`config.mk`:
```
export PLATFORM = sky130hd
export DESIGN_NAME = pipelined_decode
export DESIGN_NICKNAME = d
export VERILOG_FILES = /design/src/rtl/core_pkg.sv /design/src/rtl/Register_File.sv /design/src/rtl/decode_scoreboard.sv /design/src/rtl/pipelined_decode.sv
export SDC_FILE = /design/constraint.sdc
export NUM_CORES = 2
export LEC_CHECK = 0
export ABC_CLOCK_PERIOD_IN_PS = 4600
export CORE_ASPECT_RATIO = 2
export CORE_MARGIN = 3
export CORE_UTILIZATION = 55
export CTS_BUF_LIST = sky130_fd_sc_hd__clkbuf_16
export CTS_CLUSTER_SIZE = 10
export DETAILED_ROUTE_END_ITERATION = 12
export PLACE_DENSITY = 0.7
export SLEW_MARGIN = 5
export SYNTH_ARGS = -nofsm -noshare
export SYNTH_HDL_FRONTEND = slang
export SYNTH_HIERARCHICAL = 1
export SYNTH_SLANG_ARGS = --single-unit
```
`constraint.sdc`:
```
create_clock -name clock -period 4.6 [get_ports clock]
set_input_delay 1.15 -clock clock [delete_from_list [all_inputs] [get_ports clock]]
set_output_delay 1.15 -clock clock [all_outputs]
set_load 0.05 [all_outputs]
```
`src/rtl/core_pkg.sv`:
```
// Shared core types for the decode stage.
//   alu_opcode_e            - operation handed to execute
//   load_store_func_code    - LSU operation
//   write_back_mux_selector - result source for the register writeback
//   decode_state_e          - decode FSM states
//   OPCODE_*                - RV32 major opcode constants
package core_pkg;

    typedef enum logic [1:0] {ALU_NOP, ALU_ADD, ALU_SUB, ALU_SLT} alu_opcode_e;
    typedef enum logic [1:0] {LSU_NONE, LSU_LW, LSU_SW} load_store_func_code;
    typedef enum logic [1:0] {WB_NONE, WB_ALU, WB_LSU} write_back_mux_selector;
    typedef enum logic {RUN, FLUSH} decode_state_e;

    localparam logic [6:0] OPCODE_OP     = 7'b0110011;
    localparam logic [6:0] OPCODE_OPIMM  = 7'b0010011;
    localparam logic [6:0] OPCODE_LOAD   = 7'b0000011;
    localparam logic [6:0] OPCODE_STORE  = 7'b0100011;
    localparam logic [6:0] OPCODE_JAL    = 7'b1101111;
    localparam logic [6:0] OPCODE_BRANCH = 7'b1100011;

endpackage

```
`src/rtl/Register_File.sv`:
```
// Architectural register file: two combinational read ports, one write port.
//   clock, reset              - rising-edge clock, async active-low reset
//   rs1_addr_i/rs2_addr_i     - read addresses; x0 always reads 0
//   rs1_data_o/rs2_data_o     - read data
//   we_i/waddr_i/wdata_i      - write port; writes to x0 are dropped
module Register_File #(
    parameter int unsigned XLEN  = 32,
    parameter int unsigned NREGS = 32,
    localparam int unsigned IdxW = $clog2(NREGS)
) (
    input  logic            clock,
    input  logic            reset,
    input  logic [IdxW-1:0] rs1_addr_i,
    input  logic [IdxW-1:0] rs2_addr_i,
    output logic [XLEN-1:0] rs1_data_o,
    output logic [XLEN-1:0] rs2_data_o,
    input  logic            we_i,
    input  logic [IdxW-1:0] waddr_i,
    input  logic [XLEN-1:0] wdata_i
);

    logic [XLEN-1:0] regs_q [NREGS];

    always_ff @(posedge clock or negedge reset) begin
        if (!reset) begin
            for (int i = 0; i < int'(NREGS); i++) regs_q[i] <= '0;
        end else if (we_i && waddr_i != '0) begin
            regs_q[waddr_i] <= wdata_i;
        end
    end

    assign rs1_data_o = (rs1_addr_i == '0) ? '0 : regs_q[rs1_addr_i];
    assign rs2_data_o = (rs2_addr_i == '0) ? '0 : regs_q[rs2_addr_i];

endmodule

```
`src/rtl/decode_scoreboard.sv`:
```
// Busy-bit scoreboard for registers with an outstanding load.
//   clock, reset            - rising-edge clock, async active-low reset
//   set_valid_i/set_addr_i  - mark a register busy (load accepted)
//   clr_valid_i/clr_addr_i  - writeback clears the busy bit
//   rs1_addr_i/rs2_addr_i   - source registers being decoded
//   rs1_busy_o/rs2_busy_o   - source is busy and not cleared this cycle
module decode_scoreboard #(
    parameter int unsigned NREGS = 32,
    localparam int unsigned IdxW = $clog2(NREGS)
) (
    input  logic            clock,
    input  logic            reset,
    input  logic            set_valid_i,
    input  logic [IdxW-1:0] set_addr_i,
    input  logic            clr_valid_i,
    input  logic [IdxW-1:0] clr_addr_i,
    input  logic [IdxW-1:0] rs1_addr_i,
    input  logic [IdxW-1:0] rs2_addr_i,
    output logic            rs1_busy_o,
    output logic            rs2_busy_o
);

    logic [NREGS-1:0] busy_q, busy_d;

    always_comb begin
        busy_d = busy_q;
        if (clr_valid_i && clr_addr_i != '0) busy_d[clr_addr_i] = 1'b0;
        // Set is applied last so a same-cycle set and clear leaves the bit set.
        if (set_valid_i && set_addr_i != '0) busy_d[set_addr_i] = 1'b1;
    end

    always_ff @(posedge clock or negedge reset) begin
        if (!reset) busy_q <= '0;
        else        busy_q <= busy_d;
    end

    assign rs1_busy_o = (rs1_addr_i != '0) && busy_q[rs1_addr_i] &&
                        !(clr_valid_i && clr_addr_i == rs1_addr_i);
    assign rs2_busy_o = (rs2_addr_i != '0) && busy_q[rs2_addr_i] &&
                        !(clr_valid_i && clr_addr_i == rs2_addr_i);

endmodule

```
`src/rtl/pipelined_decode.sv`:
```
// Single-stage pipelined RV32 decode with load-use interlock, writeback
// forwarding and JAL redirect/flush.
//   clock, reset                     - rising-edge clock, async active-low reset
//   instr_valid_ip/instr_ready_op    - fetch handshake; instr_data_ip, instr_pc_ip
//   ex_valid_op/ex_ready_ip          - execute handshake plus ex_* decoded fields
//   wb_valid_ip/wb_addr_ip/wb_data_ip - register writeback (also forwarded)
//   redirect_valid_op/redirect_pc_op - one-cycle fetch redirect
// Define DECODE_BRANCH_EN to decode BEQ/BNE and redirect on taken branches.
module pipelined_decode
    import core_pkg::*;
#(
    parameter int unsigned XLEN         = 32,
    parameter int unsigned NREGS        = 32,
    parameter int unsigned FLUSH_CYCLES = 1,
    localparam int unsigned IdxW        = $clog2(NREGS)
) (
    input  logic                   clock,
    input  logic                   reset,
    input  logic                   instr_valid_ip,
    output logic                   instr_ready_op,
    input  logic [31:0]            instr_data_ip,
    input  logic [XLEN-1:0]        instr_pc_ip,
    output logic                   ex_valid_op,
    input  logic                   ex_ready_ip,
    output alu_opcode_e            ex_alu_operator_op,
    output logic [XLEN-1:0]        ex_operand_a_op,
    output logic [XLEN-1:0]        ex_operand_b_op,
    output logic [XLEN-1:0]        ex_store_data_op,
    output logic [IdxW-1:0]        ex_rd_op,
    output logic                   ex_lsu_en_op,
    output load_store_func_code    ex_lsu_operator_op,
    output write_back_mux_selector ex_wb_sel_op,
    input  logic                   wb_valid_ip,
    input  logic [IdxW-1:0]        wb_addr_ip,
    input  logic [XLEN-1:0]        wb_data_ip,
    output logic                   redirect_valid_op,
    output logic [XLEN-1:0]        redirect_pc_op
);

    logic [6:0]      opcode, funct7;
    logic [2:0]      funct3;
    logic [IdxW-1:0] rd, rs1, rs2;
    logic [XLEN-1:0] imm_i, imm_s, imm_j;
    logic [XLEN-1:0] rf_rs1, rf_rs2, op_a, op_b;

    assign opcode = instr_data_ip[6:0];
    assign funct3 = instr_data_ip[14:12];
    assign funct7 = instr_data_ip[31:25];
    assign rd     = instr_data_ip[7 +: IdxW];
    assign rs1    = instr_data_ip[15 +: IdxW];
    assign rs2    = instr_data_ip[20 +: IdxW];
    assign imm_i  = XLEN'($signed(instr_data_ip[31:20]));
    assign imm_s  = XLEN'($signed({instr_data_ip[31:25], instr_data_ip[11:7]}));
    assign imm_j  = XLEN'($signed({instr_data_ip[31], instr_data_ip[19:12], instr_data_ip[20],
                                   instr_data_ip[30:21], 1'b0}));

    Register_File #(.XLEN(XLEN), .NREGS(NREGS)) u_rf (
        .clock      (clock),
        .reset      (reset),
        .rs1_addr_i (rs1),
        .rs2_addr_i (rs2),
        .rs1_data_o (rf_rs1),
        .rs2_data_o (rf_rs2),
        .we_i       (wb_valid_ip),
        .waddr_i    (wb_addr_ip),
        .wdata_i    (wb_data_ip)
    );

    // Same-cycle writeback bypasses the register file.
    assign op_a = (rs1 == '0) ? '0 : (wb_valid_ip && wb_addr_ip == rs1) ? wb_data_ip : rf_rs1;
    assign op_b = (rs2 == '0) ? '0 : (wb_valid_ip && wb_addr_ip == rs2) ? wb_data_ip : rf_rs2;

    alu_opcode_e            dec_alu;
    load_store_func_code    dec_lsu_op;
    write_back_mux_selector dec_wb_sel;
    logic [XLEN-1:0]        dec_a, dec_b, dec_store, jump_target;
    logic [IdxW-1:0]        dec_rd;
    logic                   dec_lsu_en, uses_rs1, uses_rs2, is_load, is_jump;

`ifdef DECODE_BRANCH_EN
    logic [XLEN-1:0] imm_b;
    assign imm_b = XLEN'($signed({instr_data_ip[31], instr_data_ip[7], instr_data_ip[30:25],
                                  instr_data_ip[11:8], 1'b0}));
`endif

    always_comb begin
        dec_alu     = ALU_NOP;
        dec_lsu_op  = LSU_NONE;
        dec_wb_sel  = WB_NONE;
        dec_a       = '0;
        dec_b       = '0;
        dec_store   = '0;
        dec_rd      = '0;
        dec_lsu_en  = 1'b0;
        uses_rs1    = 1'b0;
        uses_rs2    = 1'b0;
        is_load     = 1'b0;
        is_jump     = 1'b0;
        jump_target = '0;
        case (opcode)
            OPCODE_OP: begin
                if (funct3 == 3'b000 && funct7 == 7'b0000000)      dec_alu = ALU_ADD;
                else if (funct3 == 3'b000 && funct7 == 7'b0100000) dec_alu = ALU_SUB;
                else if (funct3 == 3'b010 && funct7 == 7'b0000000) dec_alu = ALU_SLT;
                if (dec_alu != ALU_NOP) begin
                    dec_a = op_a; dec_b = op_b; dec_rd = rd; dec_wb_sel = WB_ALU;
                    uses_rs1 = 1'b1; uses_rs2 = 1'b1;
                end
            end
            OPCODE_OPIMM: if (funct3 == 3'b000) begin
                dec_alu = ALU_ADD; dec_a = op_a; dec_b = imm_i; dec_rd = rd;
                dec_wb_sel = WB_ALU; uses_rs1 = 1'b1;
            end
            OPCODE_LOAD: if (funct3 == 3'b010) begin
                dec_alu = ALU_ADD; dec_a = op_a; dec_b = imm_i; dec_rd = rd;
                dec_lsu_en = 1'b1; dec_lsu_op = LSU_LW; dec_wb_sel = WB_LSU;
                uses_rs1 = 1'b1; is_load = 1'b1;
            end
            OPCODE_STORE: if (funct3 == 3'b010) begin
                dec_alu = ALU_ADD; dec_a = op_a; dec_b = imm_s; dec_store = op_b;
                dec_lsu_en = 1'b1; dec_lsu_op = LSU_SW; uses_rs1 = 1'b1; uses_rs2 = 1'b1;
            end
            OPCODE_JAL: begin
                dec_alu = ALU_ADD; dec_a = instr_pc_ip; dec_b = XLEN'(4); dec_rd = rd;
                dec_wb_sel = WB_ALU; is_jump = 1'b1; jump_target = instr_pc_ip + imm_j;
            end
`ifdef DECODE_BRANCH_EN
            OPCODE_BRANCH: if (funct3 == 3'b000 || funct3 == 3'b001) begin
                dec_alu = ALU_SUB; dec_a = op_a; dec_b = op_b;
                uses_rs1 = 1'b1; uses_rs2 = 1'b1;
                // funct3[0] turns BEQ into BNE.
                is_jump = (op_a == op_b) ^ funct3[0];
                jump_target = instr_pc_ip + imm_b;
            end
`endif
            default: ;
        endcase
    end

    decode_state_e state_q, state_d;
    logic [1:0]    flush_cnt_q, flush_cnt_d;
    logic          rs1_busy, rs2_busy, hazard, accept;

    assign hazard = instr_valid_ip && ((uses_rs1 && rs1_busy) || (uses_rs2 && rs2_busy));
    // FLUSH swallows fetch slots unconditionally.
    assign instr_ready_op = (state_q == FLUSH) || (!hazard && (!ex_valid_op || ex_ready_ip));
    assign accept = instr_valid_ip && instr_ready_op && (state_q == RUN);

    decode_scoreboard #(.NREGS(NREGS)) u_scoreboard (
        .clock       (clock),
        .reset       (reset),
        .set_valid_i (accept && is_load),
        .set_addr_i  (rd),
        .clr_valid_i (wb_valid_ip),
        .clr_addr_i  (wb_addr_ip),
        .rs1_addr_i  (rs1),
        .rs2_addr_i  (rs2),
        .rs1_busy_o  (rs1_busy),
        .rs2_busy_o  (rs2_busy)
    );

    always_comb begin
        state_d     = state_q;
        flush_cnt_d = flush_cnt_q;
        unique case (state_q)
            RUN: if (accept && is_jump) begin
                state_d     = FLUSH;
                flush_cnt_d = 2'(FLUSH_CYCLES - 1);
            end
            FLUSH: begin
                if (flush_cnt_q == '0) state_d = RUN;
                else                   flush_cnt_d = flush_cnt_q - 2'd1;
            end
        endcase
    end

    logic ex_valid_q, ex_valid_d;
    assign ex_valid_d = accept ? 1'b1 : (ex_ready_ip ? 1'b0 : ex_valid_q);

    always_ff @(posedge clock or negedge reset) begin
        if (!reset) begin
            state_q            <= RUN;
            flush_cnt_q        <= '0;
            ex_valid_q         <= 1'b0;
            ex_alu_operator_op <= ALU_NOP;
            ex_operand_a_op    <= '0;
            ex_operand_b_op    <= '0;
            ex_store_data_op   <= '0;
            ex_rd_op           <= '0;
            ex_lsu_en_op       <= 1'b0;
            ex_lsu_operator_op <= LSU_NONE;
            ex_wb_sel_op       <= WB_NONE;
            redirect_valid_op  <= 1'b0;
            redirect_pc_op     <= '0;
        end else begin
            state_q           <= state_d;
            flush_cnt_q       <= flush_cnt_d;
            ex_valid_q        <= ex_valid_d;
            redirect_valid_op <= accept && is_jump;
            if (accept && is_jump) redirect_pc_op <= jump_target;
            if (accept) begin
                ex_alu_operator_op <= dec_alu;
                ex_operand_a_op    <= dec_a;
                ex_operand_b_op    <= dec_b;
                ex_store_data_op   <= dec_store;
                ex_rd_op           <= dec_rd;
                ex_lsu_en_op       <= dec_lsu_en;
                ex_lsu_operator_op <= dec_lsu_op;
                ex_wb_sel_op       <= dec_wb_sel;
            end
        end
    end

    assign ex_valid_op = ex_valid_q;

endmodule

```
* After elaboration in Yosys (flattened, before gate mapping) *
Cells that the tools add are included.

storage, ports and cells
  memory bits (read-only) = 0
  output and inout port bits = 143
  bits in latches = 0
  RAM bits = 0
  register bits = 1201
  memories kept = 0
  input bits = 106

cells by class
  add/sub/neg operators = 2
  shifts and indexed selects = 0
  order comparisons = 10
  equal/unequal tests = 11
  divide/modulo/power cells = 0
  reductions and logical operators = 42
  muxes and demuxes = 66
  bitwise operators = 7
  $mul = 0

operators by type and width
  cell                  number
  $bwmux W1024          1
  $mux W32              21
  $bmux W32 S5          2
  $demux W32 S5         1
  $pmux W32 S5          1
  $pmux W32 S4          1
  $add A32 B32 Y32      1
  $and A32 B32 Y32      1
  $not A32 Y32          1
  $or A32 B32 Y32       1
  $lt A5 B6 Y1 const B  4
  $logic_and A1 B1 Y1   22
  $eq A7 B6 Y1 const B  3
  $pmux W5 S4           1
  $reduce_bool A5 Y1    4
  $ge A6 B6 Y1 const B  3
  $not A5 Y6            3
  $mux W1               17
  $pmux W2 S4           2
  $mux W5               3
  $mux W2               7
  $bmux W1 S5           2
  $demux W1 S5          2
  $eq A5 B5 Y1          2
  22 further kinds      32

* Depth between registers and ports, before layout *
  depth after elaboration = 20
  depth in mapped cells = 15

* Hierarchy *
The synthesis kept the hierarchy.

modules (own cells, without submodules)
  module             times used  cells an instance  area each (sq um)  seq. area each (sq um)
  Register_File      1           3514               54161.9            25624.6
  pipelined_decode   1           945                8443.1             3628.5
  decode_scoreboard  1           196                2005.7             800.8

* Least setup slack after synthesis *
Ideal clock, no wire load.

  path kind = in2reg
  start = input instr_data_ip[15]
  end = register u_scoreboard.busy_q[12]
  stages = 15
  path slack = 379 ps
  setup time = 83 ps
  data arrival time = 4138 ps
  cells stage by stage = buf_2 > mux4_2 > a22oi_1 > and3_1 > o22ai_1 > o211ai_2 > nand2_1 > or4b_1 > buf_4 > buf_6 > or2_2 > inv_1 > nor2b_1 > nand3_1 > o21ai_0

between the ends
  longest elaborated chain between the ends = 15

RTL lines
  what                                                                         RTL line                                          RTL
  start, declared                                                              pipelined_decode.sv:21                            input logic [31:0] instr_data_ip,
  $bmux W1 S5 / $eq A5 B5 Y1 (equally long branches)                           decode_scoreboard.sv:37, decode_scoreboard.sv:38
  $mux W1 (implied by the code) / $logic_and A1 B1 Y1 (equally long branches)  decode_scoreboard.sv:37, decode_scoreboard.sv:38
  $logic_and A1 B1 Y1 / $logic_not A1 Y1 (equally long branches)               decode_scoreboard.sv:37, decode_scoreboard.sv:38
  $logic_and A1 B1 Y1 *                                                        decode_scoreboard.sv:37                           assign rs1_busy_o = (rs1_addr_i != '0) && busy_q[rs1_addr_i] &&
  via rs1_busy                                                                 pipelined_decode.sv:142                           logic rs1_busy, rs2_busy, hazard, accept;
  $logic_and A1 B1 Y1 *                                                        pipelined_decode.sv:144                           assign hazard = instr_valid_ip && ((uses_rs1 && rs1_busy) || (uses_rs2 && rs2_busy));
  $logic_or A1 B1 Y1 *                                                         pipelined_decode.sv:144
  $logic_and A1 B1 Y1 *                                                        pipelined_decode.sv:144
  $logic_not A1 Y1 *                                                           pipelined_decode.sv:146                           assign instr_ready_op = (state_q == FLUSH) || (!hazard && (!ex_valid_op || ex_ready_ip));
  $logic_and A1 B1 Y1 *                                                        pipelined_decode.sv:146
  $logic_or A1 B1 Y1 *                                                         pipelined_decode.sv:146
  $logic_and A1 B1 Y1 * (2 in series)                                          pipelined_decode.sv:147                           assign accept = instr_valid_ip && instr_ready_op && (state_q == RUN);
  $logic_and A1 B1 Y1 *                                                        pipelined_decode.sv:152                           .set_valid_i (accept && is_load),
  $logic_and A1 B1 Y1 *                                                        decode_scoreboard.sv:29                           if (set_valid_i && set_addr_i != '0) busy_d[set_addr_i] = 1'b1;
  $mux W32 *                                                                   decode_scoreboard.sv:29
  via u_scoreboard.busy_d[12]                                                  decode_scoreboard.sv:23                           logic [NREGS-1:0] busy_q, busy_d;
  end signal, assigned                                                         decode_scoreboard.sv:34                           else busy_q <= busy_d;
  end, declared                                                                decode_scoreboard.sv:23

The timed path passes the listed nets; every way through them passes the cells marked *. The select of a mux whose other input is x is not followed.
A chain may end at the register's enable or synchronous reset.

* Worst setup path after layout *
  start = input instr_data_ip[31]
  end = output instr_ready_op

between the ends
  longest elaborated chain between the ends = 15

RTL lines
  what                                               RTL line                                          RTL
  $logic_not A7 Y1                                   pipelined_decode.sv:102, pipelined_decode.sv:104
  $logic_and A1 B1 Y1                                pipelined_decode.sv:104                           else if (funct3 == 3'b010 && funct7 == 7'b0000000) dec_alu = ALU_SLT;
  $mux W2                                            pipelined_decode.sv:104
  $mux W2                                            pipelined_decode.sv:103                           else if (funct3 == 3'b000 && funct7 == 7'b0100000) dec_alu = ALU_SUB;
  $mux W2 *                                          pipelined_decode.sv:102                           if (funct3 == 3'b000 && funct7 == 7'b0000000) dec_alu = ALU_ADD;
  $mux W2 *                                          pipelined_decode.sv:100                           case (opcode)
  $reduce_bool A2 Y1 *                               pipelined_decode.sv:105                           if (dec_alu != ALU_NOP) begin
  $mux W1 *                                          pipelined_decode.sv:105
  $pmux W1 S3 / $pmux W1 S2 (equally long branches)  pipelined_decode.sv:100
  $logic_and A1 B1 Y1                                pipelined_decode.sv:144
  $logic_or A1 B1 Y1 *                               pipelined_decode.sv:144
  $logic_and A1 B1 Y1 *                              pipelined_decode.sv:144
  $logic_not A1 Y1 *                                 pipelined_decode.sv:146
  $logic_and A1 B1 Y1 *                              pipelined_decode.sv:146
  $logic_or A1 B1 Y1 *                               pipelined_decode.sv:146
  end, declared                                      pipelined_decode.sv:20                            output logic instr_ready_op,

Every way passes the cells marked *; elsewhere a longest branch is shown, timed or not. The select of a mux whose other input is x is not followed.

==> out/metrics.yaml <==
io_buffers: 248
setup_viol: 0
vias_per_cell: 7.08
status: "complete, no violations"
fmax_mhz: 221
wl_per_cell_um: 33.9
synthMuxAreaShare: 0.384
syn_avg_cell_area_um2: 13.9
total_power_mw: 29.6
hold_class: "register to register"
ctsHtreeMaxLevel: 4
synth_simple_gate_area_frac: 0.0372
ys_warn_count: 6
ys_seq_elements: 1201
slew-limit-headroom: 0.145
synth_xor_area_frac: 0.00596
worstPathCellList: "clkdlybuf4s50_1, nor4_1, nand3_1, a21oi_4, o21ai_1, nand2_1, a21oi_1, or2_2, buf_4"
tightest_slew_ns: 1.28
boundaryPins: 249
wl_met2_um: 104000
synthAdderAreaFrac: 0.00631
grt_max_degree: 112
antenna_left: 0
async_flop_share: 1.00
critPathSlowestCell: "clkdlybuf4s50_1"
finalSetupTns_ns: 0
synthTopCellsByArea: "dfrtp_1, mux2_2, mux4_2"
worst_hold_slack_ns: 0.401
hold_viol: 0
power.density_nw_per_um2: 401
layout_min_cycle_time_ns: 4.53
nFillCells: 8659
synthMostInstantiatedCell: "dfrtp_1"
first_pass_iters: 7
slew_viol_final: 0
gp_congestion: 0.933
dieWidth_um: 248
final_cell_count_no_fill: 6396
dp.cells: 6238
vdd_ir_drop_max_uv: 287
synth_edf_count: 0
synth_cell_types: 71
synth_cells: 4655
cts_buffers: 138
clockBufferDepth: 3
rsz0062_at_grt: "false"
cp_max_fo: 4
yosysTopAreaCell: "dfrtp_1"
period_share: 0.984
dpl_cell_area_um2: 70000
coreArea_um2: 116000
crit_required_ns: 3.45
grt_overflow: 0
clk-insertion-delay-late_ns: 0.76
hold_path_depth: 0
drc_errors: 0
cts_setup_buffers: 0
postCtsHoldBufs: 0
cts_resized: 0
cp.arrival_ns: 3.38
design_area_um2: 73700
dr.max_layer_used: "met5"
reg2regPathDepth: 15
yosysSeqAreaShare: 0.465
wl_met3_um: 19600
clk_pin_slew_worst_paths_ns: 0.06
cts_tree: "built"
start_util: 0.555
synth_nets: 4793
synth_top_family_by_area: "multiplexers"
startpoint_type: "primary input"
dieArea_um2: 122000
wl_met1_um: 74600
drive_gt1_frac: 0.418
finClkSkew_ns: 0.0228
grt_pass1_wl_um: 317000
synth_compound_area_frac: 0.0643
final_nets: 4995
max_stage_delay_ns: 0.66
drtIter0Drc: 3857
die_h_um: 491
grt_use_total: 0.358
hpwl_um: 134000
clock_sinks: 1201
routed_wl_um: 217000
cp-end-kind: "primary output"
num_vias: 45300
grt_pass1_vias: 47700
root_buffer: "clkbuf_16"
antenna_found_initial: 6
synth.top_cell.area_share: 0.465
crit_type: "primary input to primary output"
power.leakage_nw: 31.6
ys.flop_type: "dfrtp_1"
drv_cap: 0
synth_common_cells: "dfrtp_1, mux2_2, mux4_2, clkbuf_1, mux2i_1"
area_growth_pct: 14.0
std_cell_rows: 177
synth_area_um2: 64600
==> where the power goes <==
| group | switching (mW) | total (mW) | internal, mW |
|---|---|---|---|
| registers | 1.36 | 13.7 | 12.3 |
| logic | 2.61 | 6.18 | 3.56 |
| clock network | 4.25 | 9.72 | 5.47 |
| total | 8.22 | 29.6 | 21.4 |
==> critical path, delay by kind of cell <==
family / cells / cell delay [ns]
and+or+nand+nor: 4 / 0.98
buffers and inverters: 2 / 0.85
AOI/OAI and AO/OA: 3 / 0.38
==> logic make-up (layout without fill, tap and decap cells) <==
logic type / after synthesis / in the layout
multiplexers: 1739 / 1739
flip-flops: 1201 / 1201
adder cells (fa/ha/maj): 32 / 32
buffers and inverters: 502 / 718
other: 0 / 4
AO/OA/AOI/OAI: 623 / 623
XOR/XNOR: 44 / 44
AND/OR/NAND/NOR: 514 / 514
==> routing by layer <==
layer | up-vias | global-route usage
li1 | 18100 | -
met1 | 23700 | 0.421
met2 | 2530 | 0.576
met3 | 900 | 0.0864
met4 | 6 | 0.249
met5 | - | 0
==> worst paths after layout <==
kind	from	to	slack [ns]
max	instr_data_ip[31]	instr_ready_op	0.07
max in group asynchronous	reset	u_rf/regs_q[314]	2.92
min in group asynchronous	reset	u_scoreboard/busy_q[14]	0.45
max reg2reg	u_scoreboard/busy_q[25]	u_scoreboard/busy_q[15]	0.74
min reg2reg	u_rf/regs_q[1001]	u_rf/regs_q[1001]	0.40
min	u_rf/regs_q[1001]	u_rf/regs_q[1001]	0.40
==> final cells by class <==
type,count,area (um^2),share of cell area
multi-input cells,2952,32400,0.440
flip-flops and latches,1201,30100,0.408
repair buffers,553,5560,0.0755
clock buffers,143,3580,0.0486
well taps,1521,1900,0.0258
clock inverters,11,97.6,0.00132
inverters,11,41.3,0.000560
diodes,4,10.0,0.000136
==> placed cells by master, fill, tap and decap left out, types with 98 or more instances in the layout <==
cell type        instances
dfrtp_1               1201
mux2_2                1025
mux4_2                 464
buf_4                  245
clkdlybuf4s50_1        237
mux2i_1                224
nand2_1                192
o21ai_0                167
clkbuf_16              143
a21oi_1                 98
==> stage by stage <==
stage / setup slack [ns] / utilization
6_report: 0.0716 / 0.632
5_1_grt: 0.0334 / 0.632
4_1_cts: 0.0511 / 0.632
3_5_place_dp: 0.00422 / 0.601
3_3_place_gp: 0.0275 / 0.601
2_1_floorplan: 0.379 / -
==> registers in the layout, summed over array words and instances, names as in the netlist, 2 cells and up <==
signal,cells
u_rf/regs_q,1024
ex_operand_a_op,32
ex_operand_b_op,32
ex_store_data_op,32
redirect_pc_op,32
u_scoreboard/busy_q,32
ex_rd_op,5
ex_alu_operator_op,2
ex_lsu_operator_op,2
ex_wb_sel_op,2
flush_cnt_q,2
Note: power is estimated with default switching activity, not from simulation.
